`src/rtl/ps2_txfunc.sv`:
```
// ps2_txfunc: PS/2 host-to-device command transmitter driving open-drain pin enables
//   CLOCK, RESET     : system clock, asynchronous active-low reset
//   iCall, iData     : start request (sampled only in IDLE) and command byte
//   PS2_CLK, PS2_DAT : raw pin levels
//   oClkOE, oDatOE   : 1 pulls the corresponding pin low, 0 releases it
//   oBusy            : transfer in progress
//   oDone, oErr      : one-cycle completion pulse, with error flag (no ACK or timeout)
module ps2_txfunc #(
  parameter int T_INHIBIT = 5000,
  parameter int T_SETUP   = 250,
  parameter int T_TIMEOUT = 750000
) (
  input  logic       CLOCK,
  input  logic       RESET,
  input  logic       iCall,
  input  logic [7:0] iData,
  input  logic       PS2_CLK,
  input  logic       PS2_DAT,
  output logic       oClkOE,
  output logic       oDatOE,
  output logic       oBusy,
  output logic       oDone,
  output logic       oErr
);
  localparam int T_IS = (T_INHIBIT > T_SETUP) ? T_INHIBIT : T_SETUP;
  localparam int T_MAX = (T_TIMEOUT > T_IS) ? T_TIMEOUT : T_IS;
  localparam int CW = $clog2(T_MAX);
  localparam logic [CW-1:0] INH_END = CW'(T_INHIBIT - 1);
  localparam logic [CW-1:0] SET_END = CW'(T_SETUP - 1);
  localparam logic [CW-1:0] TO_END = CW'(T_TIMEOUT - 1);
  typedef enum logic [2:0] {IDLE, INHIBIT, SETUP, SHIFT, ACK, WAITIDLE, DONE} state_t;
  state_t state, state_d;
  logic [CW-1:0] cnt;
  logic [3:0] n;
  logic [9:0] frame;
  logic dat_oe, err;
  logic clk_m, clk_s, clk_p, dat_m, dat_s;
  logic wd, fall, timeout;
  // Falls only matter while the device owns the clock; during INHIBIT/SETUP we pull it low ourselves.
  assign fall = clk_p && !clk_s;
  assign wd = state inside {SHIFT, ACK, WAITIDLE};
  // A fall in the terminal-count cycle wins over the timeout.
  assign timeout = wd && !fall && cnt == TO_END;
  always_ff @(posedge CLOCK or negedge RESET)
    if (!RESET) state <= IDLE;
    else state <= state_d;
  always_comb begin
    state_d = state;
    oClkOE = state == INHIBIT || state == SETUP;
    oDatOE = state == SETUP || (state == SHIFT && dat_oe);
    oBusy = !(state == IDLE || state == DONE);
    oDone = state == DONE;
    oErr = state == DONE && err;
    case (state)
      IDLE:     state_d = iCall ? INHIBIT : IDLE;
      INHIBIT:  state_d = (cnt == INH_END) ? SETUP : INHIBIT;
      SETUP:    state_d = (cnt == SET_END) ? SHIFT : SETUP;
      SHIFT:    state_d = (fall && n == 4'd9) ? ACK : timeout ? DONE : SHIFT;
      ACK:      state_d = fall ? WAITIDLE : timeout ? DONE : ACK;
      WAITIDLE: state_d = ((clk_s && dat_s) || timeout) ? DONE : WAITIDLE;
      default:  state_d = IDLE;
    endcase
  end
  always_ff @(posedge CLOCK or negedge RESET) begin
    if (!RESET) begin
      {clk_m, clk_s, clk_p, dat_m, dat_s} <= '1;
      cnt <= '0;
      n <= '0;
      frame <= '0;
      dat_oe <= 1'b0;
      err <= 1'b0;
    end else begin
      {clk_p, clk_s, clk_m} <= {clk_s, clk_m, PS2_CLK};
      {dat_s, dat_m} <= {dat_m, PS2_DAT};
      cnt <= (state_d != state || (wd && fall) || state == IDLE) ? '0 : cnt + 1'b1;
      if (state == IDLE && iCall) begin
        frame <= {1'b1, ~^iData, iData};
        err <= 1'b0;
      end
      // The start bit stays driven into SHIFT until the device's first fall.
      if (state == SETUP) begin
        n <= '0;
        dat_oe <= 1'b1;
      end
      if (state == SHIFT && fall) begin
        n <= n + 4'd1;
        dat_oe <= ~frame[n];
      end
      if (state == ACK && fall) err <= dat_s;
      if (timeout) err <= 1'b1;
    end
  end
endmodule

```
`config.mk`:
```
export PLATFORM = sky130hd
export DESIGN_NAME = ps2_txfunc
export DESIGN_NICKNAME = d
export VERILOG_FILES = /design/src/rtl/ps2_txfunc.sv
export SDC_FILE = /design/constraint.sdc
export NUM_CORES = 1
export LEC_CHECK = 0
export ABC_AREA = 1
export BUFFER_PORTS_ARGS = -buffer_cell sky130_fd_sc_hd__buf_2
export CELL_PAD_IN_SITES_DETAIL_PLACEMENT = 1
export CELL_PAD_IN_SITES_GLOBAL_PLACEMENT = 1
export CORE_ASPECT_RATIO = 0.5
export CORE_MARGIN = 2
export CORE_UTILIZATION = 29
export CTS_BUF_LIST = sky130_fd_sc_hd__clkbuf_8
export DETAILED_ROUTE_END_ITERATION = 8
export PLACE_DENSITY_LB_ADDON = 0.1
export SLEW_MARGIN = 20
export SYNTH_ARGS = -nofsm -noshare
export SYNTH_HDL_FRONTEND = slang
export SYNTH_SLANG_ARGS = --single-unit
```
`constraint.sdc`:
```
create_clock -name CLOCK -period 3.3 [get_ports CLOCK]
set_input_delay 0.33 -clock CLOCK [delete_from_list [all_inputs] [get_ports CLOCK]]
set_output_delay 0.33 -clock CLOCK [all_outputs]
set_load 0.1 [all_outputs]
```
# Word level (Yosys, flattened, before mapping)
# Cells that the tools add are included.
# word_totals
ff_bits,44
inputBits,13
output_inout_bits,5
word_cells,70
# op_classes
n_addsub,2
order_cmp,1
n_eq_ne,11
mux,19
bitwise_logic,1
reduce_logical,25
# ops
operator,count
"20-bit by 1-bit adder with 20-bit output, second input constant",1
"20-bit by 13-bit equality test with 1-bit output, second input constant",1
"20-bit equality test, second input constant",1
"20-bit by 8-bit equality test with 1-bit output, second input constant",1
20-bit 2-to-1 mux,1
3-bit case mux with 6 select lines,1
1-bit logical AND,11
"3-bit equality test, second input constant",3
1-bit 2-to-1 mux,8
2-bit 2-to-1 mux,4
4-bit 2-to-1 mux,2
8-bit XNOR reduction,1
"3-bit by 2-bit equality test with 1-bit output, second input constant",2
1-bit logical OR,6
3-bit 2-to-1 mux,2
3-bit nonzero test,2
"4-bit by 5-bit less-than comparator with 1-bit output, second input constant",1
"4-bit by 1-bit adder with 4-bit output, second input constant",1
1-bit binary-select mux with 4-bit select,1
"4-bit equality test, second input constant",1
"3-bit by 1-bit equality test with 1-bit output, second input constant",1
1-bit logical NOT,3
3-bit logical NOT,1
3-bit != test,1
2 further kinds,2

# Logic depth before layout (Yosys ltp)
# logic_depth
word_depth,12
mapped_depth,15
mapped_depth_nobuf,14

# Worst setup path after synthesis
# Ideal clock, no wire load.
# synth_timing
path_type,register to output
startpoint,register state[2]
endpoint,output oBusy
t_arrival_ps,2779
required_time_ps,2970
slack_ps,191
path_stages_with_launch,4
path_buffers,0
path_cell_list,dfrtp_1 > nand2_1 > nor2_1 > nor2_1
# synth_between
elab_chain_len,3
# synth_lines
element,line,source
start: declaration,32,"state_t state, state_d;"
start signal: assignment,46,else state <= state_d;
3-bit equality test,--,
named net oDone,22,"output logic oDone,"
1-bit logical OR,51,oBusy = !(state == IDLE || state == DONE);
1-bit logical NOT,51,
end: declaration,21,"output logic oBusy,"
# The timed path passes the listed nets, and every way through them passes these cells.

# Final worst setup path
# layout_timing
startpoint,register cnt[0]
endpoint,register cnt[14]
# layout_between
elab_chain_len,9
# layout_lines
element,line,source
start: declaration,33,logic [CW-1:0] cnt;
start signal: assignment,75,cnt <= (state_d != state || (wd && fall) || state == IDLE) ? '0 : cnt + 1'b1;
20-bit equality test,43,assign timeout = wd && !fall && cnt == TO_END;
1-bit logical AND,43,
"3-bit 2-to-1 mux, or another cell as far along (2 in a row)",58,SHIFT: state_d = (fall && n == 4'd9) ? ACK : timeout ? DONE : SHIFT;
3-bit case mux with 6 select lines,54,case (state)
3-bit != test,75,
1-bit logical OR (2 in a row),75,
20-bit 2-to-1 mux (*),75,
# Every way passes the cells marked *; elsewhere a longest branch is shown, timed or not.
# A chain may end at the register's enable or synchronous reset.

==> impl_metrics.toml <==
[run_status]
run_status = "completed"

[finish]
layout-drive-gt1-share_pct = 24.00
fillerInstances = 1049
num-nets-final = 341
finalNonFillerCells = 442
antenna_cells_inserted = 0
synthToLayoutAreaGrowth_pct = 12.52

[yosys]
synth_cell_type_count = 31
yosys_warnings = 0
synthesis.nets = 321
yosysSeqAreaShare_pct = 43.62
summed_instance_area_of_the_synthesized_netlist_um2 = 2539
synthDominantCellAreaShare_pct = 38.44
postSynthAreaPerCell_um2 = 8.351
synth-seq-cells = 44
post_synth_inst_count = 304
ys_top_cells_by_area = "sky130_fd_sc_hd__dfrtp_1, sky130_fd_sc_hd__nand2_1, sky130_fd_sc_hd__nor2_1"
synth_largest_area_cell = "sky130_fd_sc_hd__dfrtp_1"

[timing]
timing_max_transition_violations_final = 0
setup_viol = 0
worst_slew_margin_rel_pct = 52.53
final-hold-violation-count = 0
grt_setup_unrepaired = "false"
worstMarginPinSlew_ns = 0.7113
setup_total_negative_slack_ns = 0
layout_worst_path_cycle_share_pct = 71.91
finClkSkew_ns = 0.006672
final_period_minus_worst_setup_slack_ns = 2.373
max_freq_mhz = 421.4
post-route-worst-setup-slack_ns = 0.9271

[worst_setup_path]
worst-path-buf-inv = 1
critical_path_arrival_ns = 2.60
r2r_slack_ns = 0.93
crit_path_max_fanout = 20
cpPeakStageDelay_ns = 0.58
critPathLaunchType = "flip-flop"
worst_path_dominant_cell_family = "simple AND/OR/NAND/NOR gates"
slowest_stage = "sky130_fd_sc_hd__nand3_2"
worst-setup-path-type = "reg -> reg"
cp_data_required_time_ns = 3.52
crit_chain = "ha_1 > nand3_2 > inv_1 > nand2_1 > nor2_1 > nand3b_1 > nand2_1 > a21oi_1 > nand3_2 > nor2_2"
critPathCaptureType = "flip-flop"

[routing]
detail-route-antenna-nets = 0
drt_iter0_drc = 70
dr_total_vias = 1973
via_per_inst = 4.464
route.detailed.wl_per_inst_um = 13.86
totalWireLength_um = 6126
drt_pass1_iterations = 4
drt_drc_violations_left = 0

[placement]
port_bufs = 17
pre_cts_ws_ns = 0.8879
globalplace.congestion = 0.8014
detailed_place_hpwl_um = 4674
post_place_cells = 434

[clocking]
cts_tree = "built"
cts_repair_resize_count = 0
worst_setup_hold_path_clk_slew_ns = 0.09
clock_tree.htree_level_count = 2
postCtsHoldBufs = 0
cts_buffer_depth = 2
clock_root_buffer_master = "sky130_fd_sc_hd__clkbuf_8"
postCtsSetupRepairBufs = 0
source_to_sink_clock_delay_at_the_later_pin_of_the_worst_skew_pair_ns = 0.31
tritoncts.num_buffers = 5
numClockSinks = 44

[power]
p_leak_nw = 1.355
irDropWorstVdd_mv = 0.2296
total_power_mw = 1.027
internal-power_mw = 0.7878
power_frac_comb_pct = 3.7
power.switching_fraction_pct = 23.27
share_seq_of_total_power_pct = 53.1
clkPwrFrac_pct = 43.2
p_sw_mw = 0.2389
p_per_area_nw_per_um2 = 359.4

[global_routing]
overflow = 0
grt_pass1_wl_um = 10610
first_global_vias = 2174
antenna_found_initial = 0
grt_usage_pct = 14.39
grt_max_degree = 45

[floorplan]
die_height_um = 70.16
die-width_um = 136.3
die_area_um2 = 9564
start_util_pct = 29.46
io-pin-count = 18
fp.coreArea_um2 = 8618
floorplan.rows = 24

[flow_run]
maxCapViolations = 0

[worst_hold_path]
hold_path_class = "in -> async"
-- cell usage after synthesis --
cell                        count
sky130_fd_sc_hd__nand2_1       58
sky130_fd_sc_hd__dfrtp_1       39
sky130_fd_sc_hd__nor2_1        38
sky130_fd_sc_hd__inv_1         36
sky130_fd_sc_hd__nor2_2        20
sky130_fd_sc_hd__nand3_1       17
sky130_fd_sc_hd__xor2_1        14
sky130_fd_sc_hd__xnor2_1       10
sky130_fd_sc_hd__o21ai_0        9
sky130_fd_sc_hd__a21oi_1        8
sky130_fd_sc_hd__mux2_2         7
sky130_fd_sc_hd__dfstp_2        5
sky130_fd_sc_hd__inv_2          5
sky130_fd_sc_hd__nand3_2        5
sky130_fd_sc_hd__ha_1           4
sky130_fd_sc_hd__nand2_2        4
sky130_fd_sc_hd__nand4_1        3
sky130_fd_sc_hd__nor2_4         3
sky130_fd_sc_hd__o22ai_1        3
sky130_fd_sc_hd__buf_6          2
sky130_fd_sc_hd__nor3_2         2
sky130_fd_sc_hd__nor3b_1        2
sky130_fd_sc_hd__o211ai_1       2
sky130_fd_sc_hd__and2_1         1
sky130_fd_sc_hd__buf_2          1
sky130_fd_sc_hd__clkbuf_1       1
sky130_fd_sc_hd__nand2_4        1
sky130_fd_sc_hd__nand3b_1       1
sky130_fd_sc_hd__nor3_1         1
sky130_fd_sc_hd__nor3_4         1
sky130_fd_sc_hd__o2111ai_1      1
-- registers in the layout, summed over array words and instances (netlist names) --
signal  cells
dat_s       1
state       3
dat_oe      1
clk_m       1
err         1
dat_m       1
clk_p       1
frame      10
n           4
clk_s       1
cnt        20
-- path summary, 6_finish.rpt --
path	start	endpoint	cells after the start
max in group asynchronous	RESET	frame[9]	1
min in group CLOCK	PS2_CLK	clk_m	1
worst max register to register	cnt[0]	cnt[14]	10
worst min register to register	clk_m	clk_s	0
worst max-delay path	cnt[0]	cnt[14]	10
worst min-delay path	RESET	cnt[17]	1
-- placed cells by master, fill, tap and decap left out --
cell type                     n
sky130_fd_sc_hd__nand2_1     58
sky130_fd_sc_hd__dfrtp_1     39
sky130_fd_sc_hd__nor2_1      38
sky130_fd_sc_hd__inv_1       36
sky130_fd_sc_hd__nor2_2      20
sky130_fd_sc_hd__nand3_1     17
sky130_fd_sc_hd__buf_2       16
sky130_fd_sc_hd__xor2_1      14
sky130_fd_sc_hd__xnor2_1     10
sky130_fd_sc_hd__o21ai_0      9
sky130_fd_sc_hd__a21oi_1      8
sky130_fd_sc_hd__mux2_2       7
sky130_fd_sc_hd__inv_2        5
sky130_fd_sc_hd__nand3_2      5
sky130_fd_sc_hd__dfstp_2      5
sky130_fd_sc_hd__clkbuf_8     5
sky130_fd_sc_hd__nand2_2      4
sky130_fd_sc_hd__ha_1         4
sky130_fd_sc_hd__nor2_4       3
sky130_fd_sc_hd__nand4_1      3
sky130_fd_sc_hd__o22ai_1      3
sky130_fd_sc_hd__nor3_2       2
sky130_fd_sc_hd__nor3b_1      2
sky130_fd_sc_hd__o211ai_1     2
sky130_fd_sc_hd__nand3b_1     1
sky130_fd_sc_hd__nand2_4      1
sky130_fd_sc_hd__and2_1       1
sky130_fd_sc_hd__nor3_1       1
sky130_fd_sc_hd__nor3_4       1
sky130_fd_sc_hd__o2111ai_1    1
sky130_fd_sc_hd__bufinv_16    1
sky130_fd_sc_hd__inv_6        1
sky130_fd_sc_hd__clkinvlp_4   1
sky130_fd_sc_hd__buf_4        1
-- power by group through the flow --
stage | clock [mW] | combinational [mW] | sequential, mW
floorplan | 0 | 0.0157 | 0.556
global placement | 0 | 0.0386 | 0.556
detailed placement | 0 | 0.0391 | 0.556
CTS | 0.456 | 0.0390 | 0.546
global route | 0.485 | 0.0433 | 0.546
finish | 0.443 | 0.0378 | 0.546
-- cells by family (layout without fill, tap and decap cells) --
kind of cell	after synthesis	in the layout	share of synthesized area [%]
AOI/OAI and AO/OA	23	23	5.027
muxes	7	7	3.105
and+or+nand+nor	157	157	30.70
buffers and inverters	45	66	7.294
DFF	44	44	43.62
adders and majority gates	4	4	1.971
xor gates and xnor gates	24	24	8.280
-- layout make-up --
class,count,area (um^2),share of cell area [%]
timing repair buffer,17,87.58,3.066
sequential,44,1107,38.76
clock buffer,5,68.82,2.409
tap,117,146.4,5.125
clock inverter,3,46.29,1.621
inverter,41,153.9,5.388
multi-input combinational,215,1246,43.63
-- routing by layer --
metal,vias to the layer above,track usage [%],share of wire [%]
met5,-,0,0
met3,7,3.631,2.8
met1,959,18.31,48
li1,988,-,-
met4,0,3.125,1.0
met2,19,24.73,48
-- through the flow --
step	area (um^2)	hold WS, ns	util, %
6_report	2856	0.01304	33.14
5_1_grt	2856	0.05018	33.14
4_1_cts	2854	0.09757	33.12
3_5_place_dp	2739	0.3481	31.78
3_3_place_gp	2739	0.3468	31.78
2_1_floorplan	2539	0.03441	-
Note: power is estimated with default switching activity, not from simulation.
